--- config.mk ---
export PLATFORM = sky130hd
export DESIGN_NAME = sirv_pmu_unlock_initiator
export DESIGN_NICKNAME = d
export VERILOG_FILES = /design/src/rtl/sirv_pmu_pkg.sv /design/src/rtl/sirv_pmu_timeout_cnt.sv /design/src/rtl/sirv_pmu_unlock_initiator.sv
export SDC_FILE = /design/constraint.sdc
export NUM_CORES = 1
export LEC_CHECK = 0
export BUFFER_PORTS_ARGS = -buffer_cell sky130_fd_sc_hd__buf_4
export CORE_ASPECT_RATIO = 1.4
export CORE_MARGIN = 1
export CORE_UTILIZATION = 25
export CTS_BUF_LIST = sky130_fd_sc_hd__clkbuf_4 sky130_fd_sc_hd__clkbuf_8
export CTS_CLUSTER_DIAMETER = 150
export DETAILED_ROUTE_END_ITERATION = 16
export PLACE_DENSITY_LB_ADDON = 0.25
export SLEW_MARGIN = 10
export SYNTH_ARGS = -nofsm -noshare
export SYNTH_HDL_FRONTEND = slang
export SYNTH_SLANG_ARGS = --single-unit
--- constraint.sdc ---
create_clock -name clock -period 2.79 [get_ports clock]
set_input_delay 0.4185 -clock clock [delete_from_list [all_inputs] [get_ports clock]]
set_output_delay 0.4185 -clock clock [all_outputs]
set_load 0.05 [all_outputs]
--- src/rtl/sirv_pmu_pkg.sv ---
// Shared types and key constants for the AON PMU lock/sleep-write sequencers.
package sirv_pmu_pkg;

  typedef enum logic [2:0] {
    IDLE,
    KEY_UNL,
    CHECK,
    WRITE,
    KEY_LCK,
    RESP
  } pmu_init_state_e;

  localparam logic [31:0] PMU_UNLOCK_KEY = 32'h0051_F15E;
  localparam logic [31:0] PMU_LOCK_KEY   = 32'h0000_0000;

endpackage

--- src/rtl/sirv_pmu_timeout_cnt.sv ---
// Clear/enable cycle counter; tc_o flags the enabled cycle on which the count reaches TIMEOUT.
module sirv_pmu_timeout_cnt #(
  parameter int TIMEOUT = 16,
  parameter int CNT_W   = 5
) (
  input  logic clock,
  input  logic reset_n,
  input  logic clr_i,
  input  logic en_i,
  output logic tc_o
);

  localparam logic [CNT_W-1:0] LAST = CNT_W'(TIMEOUT - 1);

  logic [CNT_W-1:0] cnt_q;
  logic [CNT_W-1:0] cnt_d;

  always_comb begin
    cnt_d = cnt_q;
    if (clr_i) begin
      cnt_d = '0;
    end else if (en_i) begin
      cnt_d = cnt_q + CNT_W'(1);
    end
  end

  always_ff @(posedge clock) begin
    if (!reset_n) begin
      cnt_q <= '0;
    end else begin
      cnt_q <= cnt_d;
    end
  end

  // Independent of clr_i so the owner may derive its clear from this flag.
  assign tc_o = en_i && (cnt_q == LAST);

endmodule

--- src/rtl/sirv_pmu_unlock_initiator.sv ---
// Runs one PMU sleep command: unlock key, wait for unlocked status, sleep write, re-lock key.
// Optional macro PMU_INIT_RETRY_EN: retry the unlock once after the first status timeout.
module sirv_pmu_unlock_initiator
  import sirv_pmu_pkg::*;
#(
  parameter logic [31:0] UNLOCK_KEY = PMU_UNLOCK_KEY,
  parameter logic [31:0] LOCK_KEY   = PMU_LOCK_KEY,
  parameter int          TIMEOUT    = 16,
  parameter int          CNT_W      = 5
) (
  input  logic        clock,
  input  logic        reset_n,
  input  logic        req_valid,
  output logic        req_ready,
  input  logic [31:0] req_data,
  output logic        done_valid,
  output logic        done_err,
  output logic        key_wr_valid,
  output logic [31:0] key_wr_data,
  input  logic        key_wr_ready,
  output logic        sleep_wr_valid,
  output logic [31:0] sleep_wr_data,
  input  logic        sleep_wr_ready,
  input  logic        unlocked_i
);

  pmu_init_state_e state_q, state_d;
  logic [31:0]     payload_q, payload_d;
  logic            err_q, err_d;
  logic            cnt_clr, cnt_en, cnt_tc;
`ifdef PMU_INIT_RETRY_EN
  logic            retry_q, retry_d;
`endif

  sirv_pmu_timeout_cnt #(
    .TIMEOUT (TIMEOUT),
    .CNT_W   (CNT_W)
  ) u_timeout_cnt (
    .clock   (clock),
    .reset_n (reset_n),
    .clr_i   (cnt_clr),
    .en_i    (cnt_en),
    .tc_o    (cnt_tc)
  );

  always_comb begin
    state_d        = state_q;
    payload_d      = payload_q;
    err_d          = err_q;
`ifdef PMU_INIT_RETRY_EN
    retry_d        = retry_q;
`endif
    cnt_clr        = 1'b0;
    cnt_en         = 1'b0;
    req_ready      = 1'b0;
    done_valid     = 1'b0;
    done_err       = 1'b0;
    key_wr_valid   = 1'b0;
    key_wr_data    = '0;
    sleep_wr_valid = 1'b0;
    sleep_wr_data  = '0;

    unique case (state_q)
      IDLE: begin
        req_ready = 1'b1;
        if (req_valid) begin
          payload_d = req_data;
          state_d   = KEY_UNL;
        end
      end
      KEY_UNL: begin
        key_wr_valid = 1'b1;
        key_wr_data  = UNLOCK_KEY;
        if (key_wr_ready) begin
          cnt_clr = 1'b1;
          state_d = CHECK;
        end
      end
      // Status sampled high on the terminal cycle still wins over the timeout.
      CHECK: begin
        cnt_en = 1'b1;
        if (unlocked_i) begin
          state_d = WRITE;
        end else if (cnt_tc) begin
`ifdef PMU_INIT_RETRY_EN
          if (!retry_q) begin
            retry_d = 1'b1;
            cnt_clr = 1'b1;
            state_d = KEY_UNL;
          end else begin
            err_d   = 1'b1;
            state_d = KEY_LCK;
          end
`else
          err_d   = 1'b1;
          state_d = KEY_LCK;
`endif
        end
      end
      WRITE: begin
        sleep_wr_valid = 1'b1;
        sleep_wr_data  = payload_q;
        if (sleep_wr_ready) begin
          state_d = KEY_LCK;
        end
      end
      KEY_LCK: begin
        key_wr_valid = 1'b1;
        key_wr_data  = LOCK_KEY;
        if (key_wr_ready) begin
          state_d = RESP;
        end
      end
      RESP: begin
        done_valid = 1'b1;
        done_err   = err_q;
        err_d      = 1'b0;
`ifdef PMU_INIT_RETRY_EN
        retry_d    = 1'b0;
`endif
        state_d    = IDLE;
      end
      default: begin
        state_d = IDLE;
      end
    endcase
  end

  always_ff @(posedge clock) begin
    if (!reset_n) begin
      state_q   <= IDLE;
      payload_q <= '0;
      err_q     <= 1'b0;
`ifdef PMU_INIT_RETRY_EN
      retry_q   <= 1'b0;
`endif
    end else begin
      state_q   <= state_d;
      payload_q <= payload_d;
      err_q     <= err_d;
`ifdef PMU_INIT_RETRY_EN
      retry_q   <= retry_d;
`endif
    end
  end

endmodule

==> Word level (Yosys, flattened, before mapping) <==
Cells that the tools add are included.
{ "classes": {"mux": 20, "reduce_logical": 8, "addsub": 1, "n_bitwise": 1, "n_eq_ne": 13} }
{ "op_table": {"columns": ["op", "n"], "rows": [
  ["2-to-1 mux 32 bit", 1],
  ["2-to-1 mux 23 bit", 1],
  ["2-to-1 mux 3 bit", 6],
  ["one-hot mux 3 bit (5 select lines)", 1],
  ["inequality test 2 bit, second input constant", 6],
  ["2-to-1 mux 1 bit", 10],
  ["== test 3 x 2 -> 1 bit, second input constant", 2],
  ["== test 3 bit, second input constant", 2],
  ["adder 5 x 1 -> 5 bit, second input constant", 1],
  ["== test 5 x 4 -> 1 bit, second input constant", 1],
  ["AND reduction 5 bit", 1],
  ["OR reduction 2 bit", 2],
  ["== test 3 x 1 -> 1 bit, second input constant", 1],
  ["zero test 3 bit", 1],
  ["inequality test 3 bit, second input constant", 1],
  ["AND reduction 3 bit", 1],
  ["one-hot mux 1 bit (2 select lines)", 1],
  ["AND reduction 2 bit", 1],
  ["nonzero test 2 bit", 1],
  ["logical AND 1 bit", 1],
  ["inverter 1 bit", 1]
]} }
{ "totals": {"reg_bits": 41, "wordCells": 47, "out_inout_bits": 69} }

==> Logic depth before layout (Yosys ltp) <==
{ "logic_depth": {"ltp_word": 6, "depth_mapped": 7, "ltp_nobuf": 7} }

==> Modules after synthesis <==
From an unflattened synthesis, not the netlist that was laid out.
{ "hier_totals": {"hier_cells": 282, "area_unflattened_um2": 2386.0} }
{ "modules_own_cells": {"columns": ["mod", "cells_each", "instances", "seq_area_each_um2", "area_each_um2"], "rows": [
  ["sirv_pmu_unlock_initiator", 257, 1, 720.7, 2140.8],
  ["sirv_pmu_timeout_cnt", 25, 1, 100.1, 245.2]
]} }

==> Worst setup path before layout <==
No wires, ideal clock.
{ "synth_path": {"path_type": "flip-flop to output port", "start": "register state_q[0]", "end": "output port key_wr_data[12]", "stages_incl_launch_ff": 4, "t_arrival_ps": 1918, "n_path_buf": 2, "setup_slack_ps": 453, "path_cell_list": "dfxtp_1 -> buf_6 -> nor3b_2 -> buf_4"} }
{ "synth_via": {"elab_chain_cells": 2} }
{ "synth_rtl": {"columns": ["element", "line_no", "source"], "rows": [
  ["from (decl)", "sirv_pmu_unlock_initiator.sv:27", "pmu_init_state_e state_q, state_d;"],
  ["from (signal assigned)", "sirv_pmu_unlock_initiator.sv:138", "state_q <= state_d;"],
  ["== test 3 x 1 -> 1 bit", "sirv_pmu_unlock_initiator.sv:63", "unique case (state_q)"],
  ["2-to-1 mux 23 bit", "sirv_pmu_unlock_initiator.sv:63", null],
  ["to (decl)", "sirv_pmu_unlock_initiator.sv:19", "output logic [31:0] key_wr_data,"]
]} }
No other way between the ends.

==> Worst setup path after layout <==
{ "layout_path": {"start": "register state_q[0]", "end": "output port key_wr_data[3]"} }
The elaborated chain is that of the path after synthesis.

==> reports/results.env <==
TRITONCTS_CLOCK_TREE='built'
SYNTH_AREA_MM2=0.00223
SYNTHTOPCELLSBYCOUNT='sky130_fd_sc_hd__nand2_1, sky130_fd_sc_hd__dfxtp_1, sky130_fd_sc_hd__and2_1, sky130_fd_sc_hd__buf_4, sky130_fd_sc_hd__a21boi_1'
LEAKAGEPOWER_nW=1.30
POSTROUTEANTENNANETS=0
FLOORPLAN.DIE_AREA_MM2=0.00930
DR_TOTAL_VIAS=1870
DRV_CAP=0
SYNTH_LARGEST_AREA_CELL='sky130_fd_sc_hd__dfxtp_1'
DRT_FIRST_ITER_VIOLATIONS=51
GP_CONGESTION=0.741
FINALHOLDVIOLCOUNT=0
CLOCK_SINKS=41
FLOORPLAN.DIE.HEIGHT_UM=114
IO_BUFFERS=87
NUMBER_OF_ANTENNA_VIOLATIONS_AT_THE_FIRST_CHECK_IN_GLOBAL_ROUTING=0
SYNTH_ENABLE_FLOP_CELLS=0
ASYNCSETRESETFLOPFRACSYNTH=0
CRITICAL_PATH.MAX_STAGE_DELAY_NS=0.67
DP_SLACK_NS=0.730
TOP_LEVEL_PORTS=107
ROUTE.FINAL.WIRE_LENGTH_MM=4.89
MIN_PATH_TYPE='input port to flop'
HTREE_NUM_LEVELS=2
DRT_PRE_ANTENNA_ITERS=4
ANTENNADIODECOUNT=0
FIN_WORST_SKEW_NS=0.00705
PLACEABLECOREAREA_MM2=0.00861
WORST_SETUP_PATH_START_KIND='flop'
CRIT_PATH_CELL_TRACE='nor3b_2 > buf_4'
AVGSYNTHCELLAREA_UM2=8.19
CLK-INSERTION-DELAY-LATE_NS=0.29
DPL.HPWL_MM=3.31
PLACEMENTROWS=40
GRT_START_MAX_NET_PINS=41
DESIGN.FINAL.NETS=379
CRITICAL_PATH_SLOWEST_STAGE_CELL='sky130_fd_sc_hd__nor3b_2'
CTS-ROOT-TO-SINK-BUFFERS=2
SYNTH.AREA.TOP_CELLS='sky130_fd_sc_hd__dfxtp_1, sky130_fd_sc_hd__nand2_1, sky130_fd_sc_hd__buf_4'
WORSTPATHREQUIRED_NS=2.37
SETUP.WORST_PATH.END_CLASS='output pin'
POSTSYNTH.TOPFLOPCELL='sky130_fd_sc_hd__dfxtp_1'
TIMING.FINAL.CRIT_SHARE=0.841
SLEW_HEADROOM=0.542
POST_CTS.REPAIR.SETUP_BUFFERS=0
CLKTRANSATPATHREGS_NS=0.08
MAXSLEWVIOLCOUNT=0
MAXCLOCKFREQUENCY_GHz=0.426
PEAK_IR_DROP_ON_THE_VDD_NETWORK_mV=0.857
AREA_SHARE_OF_THE_LARGEST_CELL_TYPE_AFTER_SYNTHESIS=0.368
SETUP_TOTAL_NEGATIVE_SLACK_NS=0
CTS_BUFFERS=5
GRT_PASS1_VIAS=1695
SYNTH-SEQ-CELLS=41
FINAL_LAYOUT_SIZE_SUFFIX_GT1_FRAC=0.301
NETLIST-CELL-TYPE-COUNT=36
TIMING.SETUP.CRITICAL_PATH_CLASS='flop to output pin'
REPORT.POWER.TOTAL_mW=2.33
WORSTPATHMAXFANOUT=14
CRITPATHARRIVALTIME_NS=1.93
FIN_CRIT_NS=2.35
FLOORPLAN.INITIALDENSITY=0.259
REPORT.FINAL.SETUP_VIOL=0
GLOBALROUTE.TOTALOVERFLOW=0
GROUTE.USAGE.OVERALL=0.110
WORSTMARGINPINSLEW_NS=0.684
YOSYSWARNINGS=0
VIAS_PER_CELL=4.21
SYNTHMOSTINSTANTIATEDCELL='sky130_fd_sc_hd__nand2_1'
GRT_FIRST_PASS_WIRELENGTH_MM=7.96
POSTCTSRESIZEDCELLS=0
WL_PER_CELL_UM=11.0
CRITPATHTOPFAMILY='simple AND/OR/NAND/NOR gates'
SYN2LAYOUT_AREA_GROWTH_PCT=28.0
CP_NUM_BUF_INV=1
STATUS='finished clean'
POSTCTSHOLDBUFS=0
POST-ROUTE-WORST-SETUP-SLACK_NS=0.443
DIEWIDTH_UM=81.8
SYNTHCELLS=272
CTSROOTBUFFERMASTER='sky130_fd_sc_hd__clkbuf_8'
DRC=0
POWER_DENSITY_mW_PER_MM2=816
RSZ0062_AT_GRT='false'
SYNTH_SEQUENTIAL_AREA_RATIO=0.368
[tightest hold or removal path, stage by stage]
cell,delay (ns)
sky130_fd_sc_hd__buf_4,0.11
sky130_fd_sc_hd__nand2_1,0.04
sky130_fd_sc_hd__a21boi_1,0.05
[worst paths after layout]
check	start	end	slack, ns	depth (start not counted)
hold / removal	req_data[22]	payload_q[22]	0.37	3
setup reg to reg	state_q[0]	u_timeout_cnt.cnt_q[4]	0.96	4
hold reg to reg	payload_q[15]	payload_q[15]	0.45	2
setup / recovery	state_q[0]	key_wr_data[3]	0.44	2
[per-stage QoR]
stage	hold WS, ns	area [µm²]	util	instances
after floorplan	0.430	2300	-	290
after global routing	0.367	2850	0.331	444
after global placement	0.436	2760	0.321	437
after detailed placement	0.442	2760	0.321	437
after CTS	0.353	2850	0.331	444
final	0.367	2850	0.331	444
[placed cells by master, fill, tap and decap left out, types with 4 or more instances in the layout]
cell and count:
sky130_fd_sc_hd__mux2i_1 5, sky130_fd_sc_hd__a21boi_1 30, sky130_fd_sc_hd__conb_1 19, sky130_fd_sc_hd__and2_1 34, sky130_fd_sc_hd__nor3b_1 4, sky130_fd_sc_hd__buf_4 90, sky130_fd_sc_hd__clkbuf_8 6, sky130_fd_sc_hd__nand2_1 71
sky130_fd_sc_hd__nor2_1 5, sky130_fd_sc_hd__dfxtp_1 41
[layout make-up]
type                    count  area [µm²]
clock inverters             1        7.51
multi-input cells         199        1130
inverters                   2        7.51
well taps                 105         131
clock buffers               6        82.6
flip-flops and latches     41         821
fillers                   947        5760
repair buffers             90         676
[power breakdown]
part | total, mW | switching [mW] | leakage, nW | internal [mW]
logic | 1.14 | 0.794 | 0.920 | 0.350
registers | 0.789 | 0.0944 | 0.336 | 0.694
clock network | 0.395 | 0.199 | 0.0433 | 0.196
[routing by layer]
metal	GRT usage	vias to the layer above	wire length (µm)
met5	0	-	0
met4	0.0386	0	70
met2	0.187	74	2320
met3	0.0240	5	355
li1	-	951	-
met1	0.134	840	2140
[sequential cells by signal (all words and copies together), names as in the netlist]
signal               flops
payload_q               32
err_q                    1
u_timeout_cnt.cnt_q      5
state_q                  3
[kinds of logic after synthesis]
kind of cell,share of synthesized area
buffers and inverters,0.157
and+or+nand+nor,0.293
xor gates and xnor gates,0.0157
adders and majority gates,0.0112
muxes,0.0225
AOI/OAI and AO/OA,0.131
DFF,0.368
other,0.00168
No activity file was read; power rests on OpenSTA's default activity.
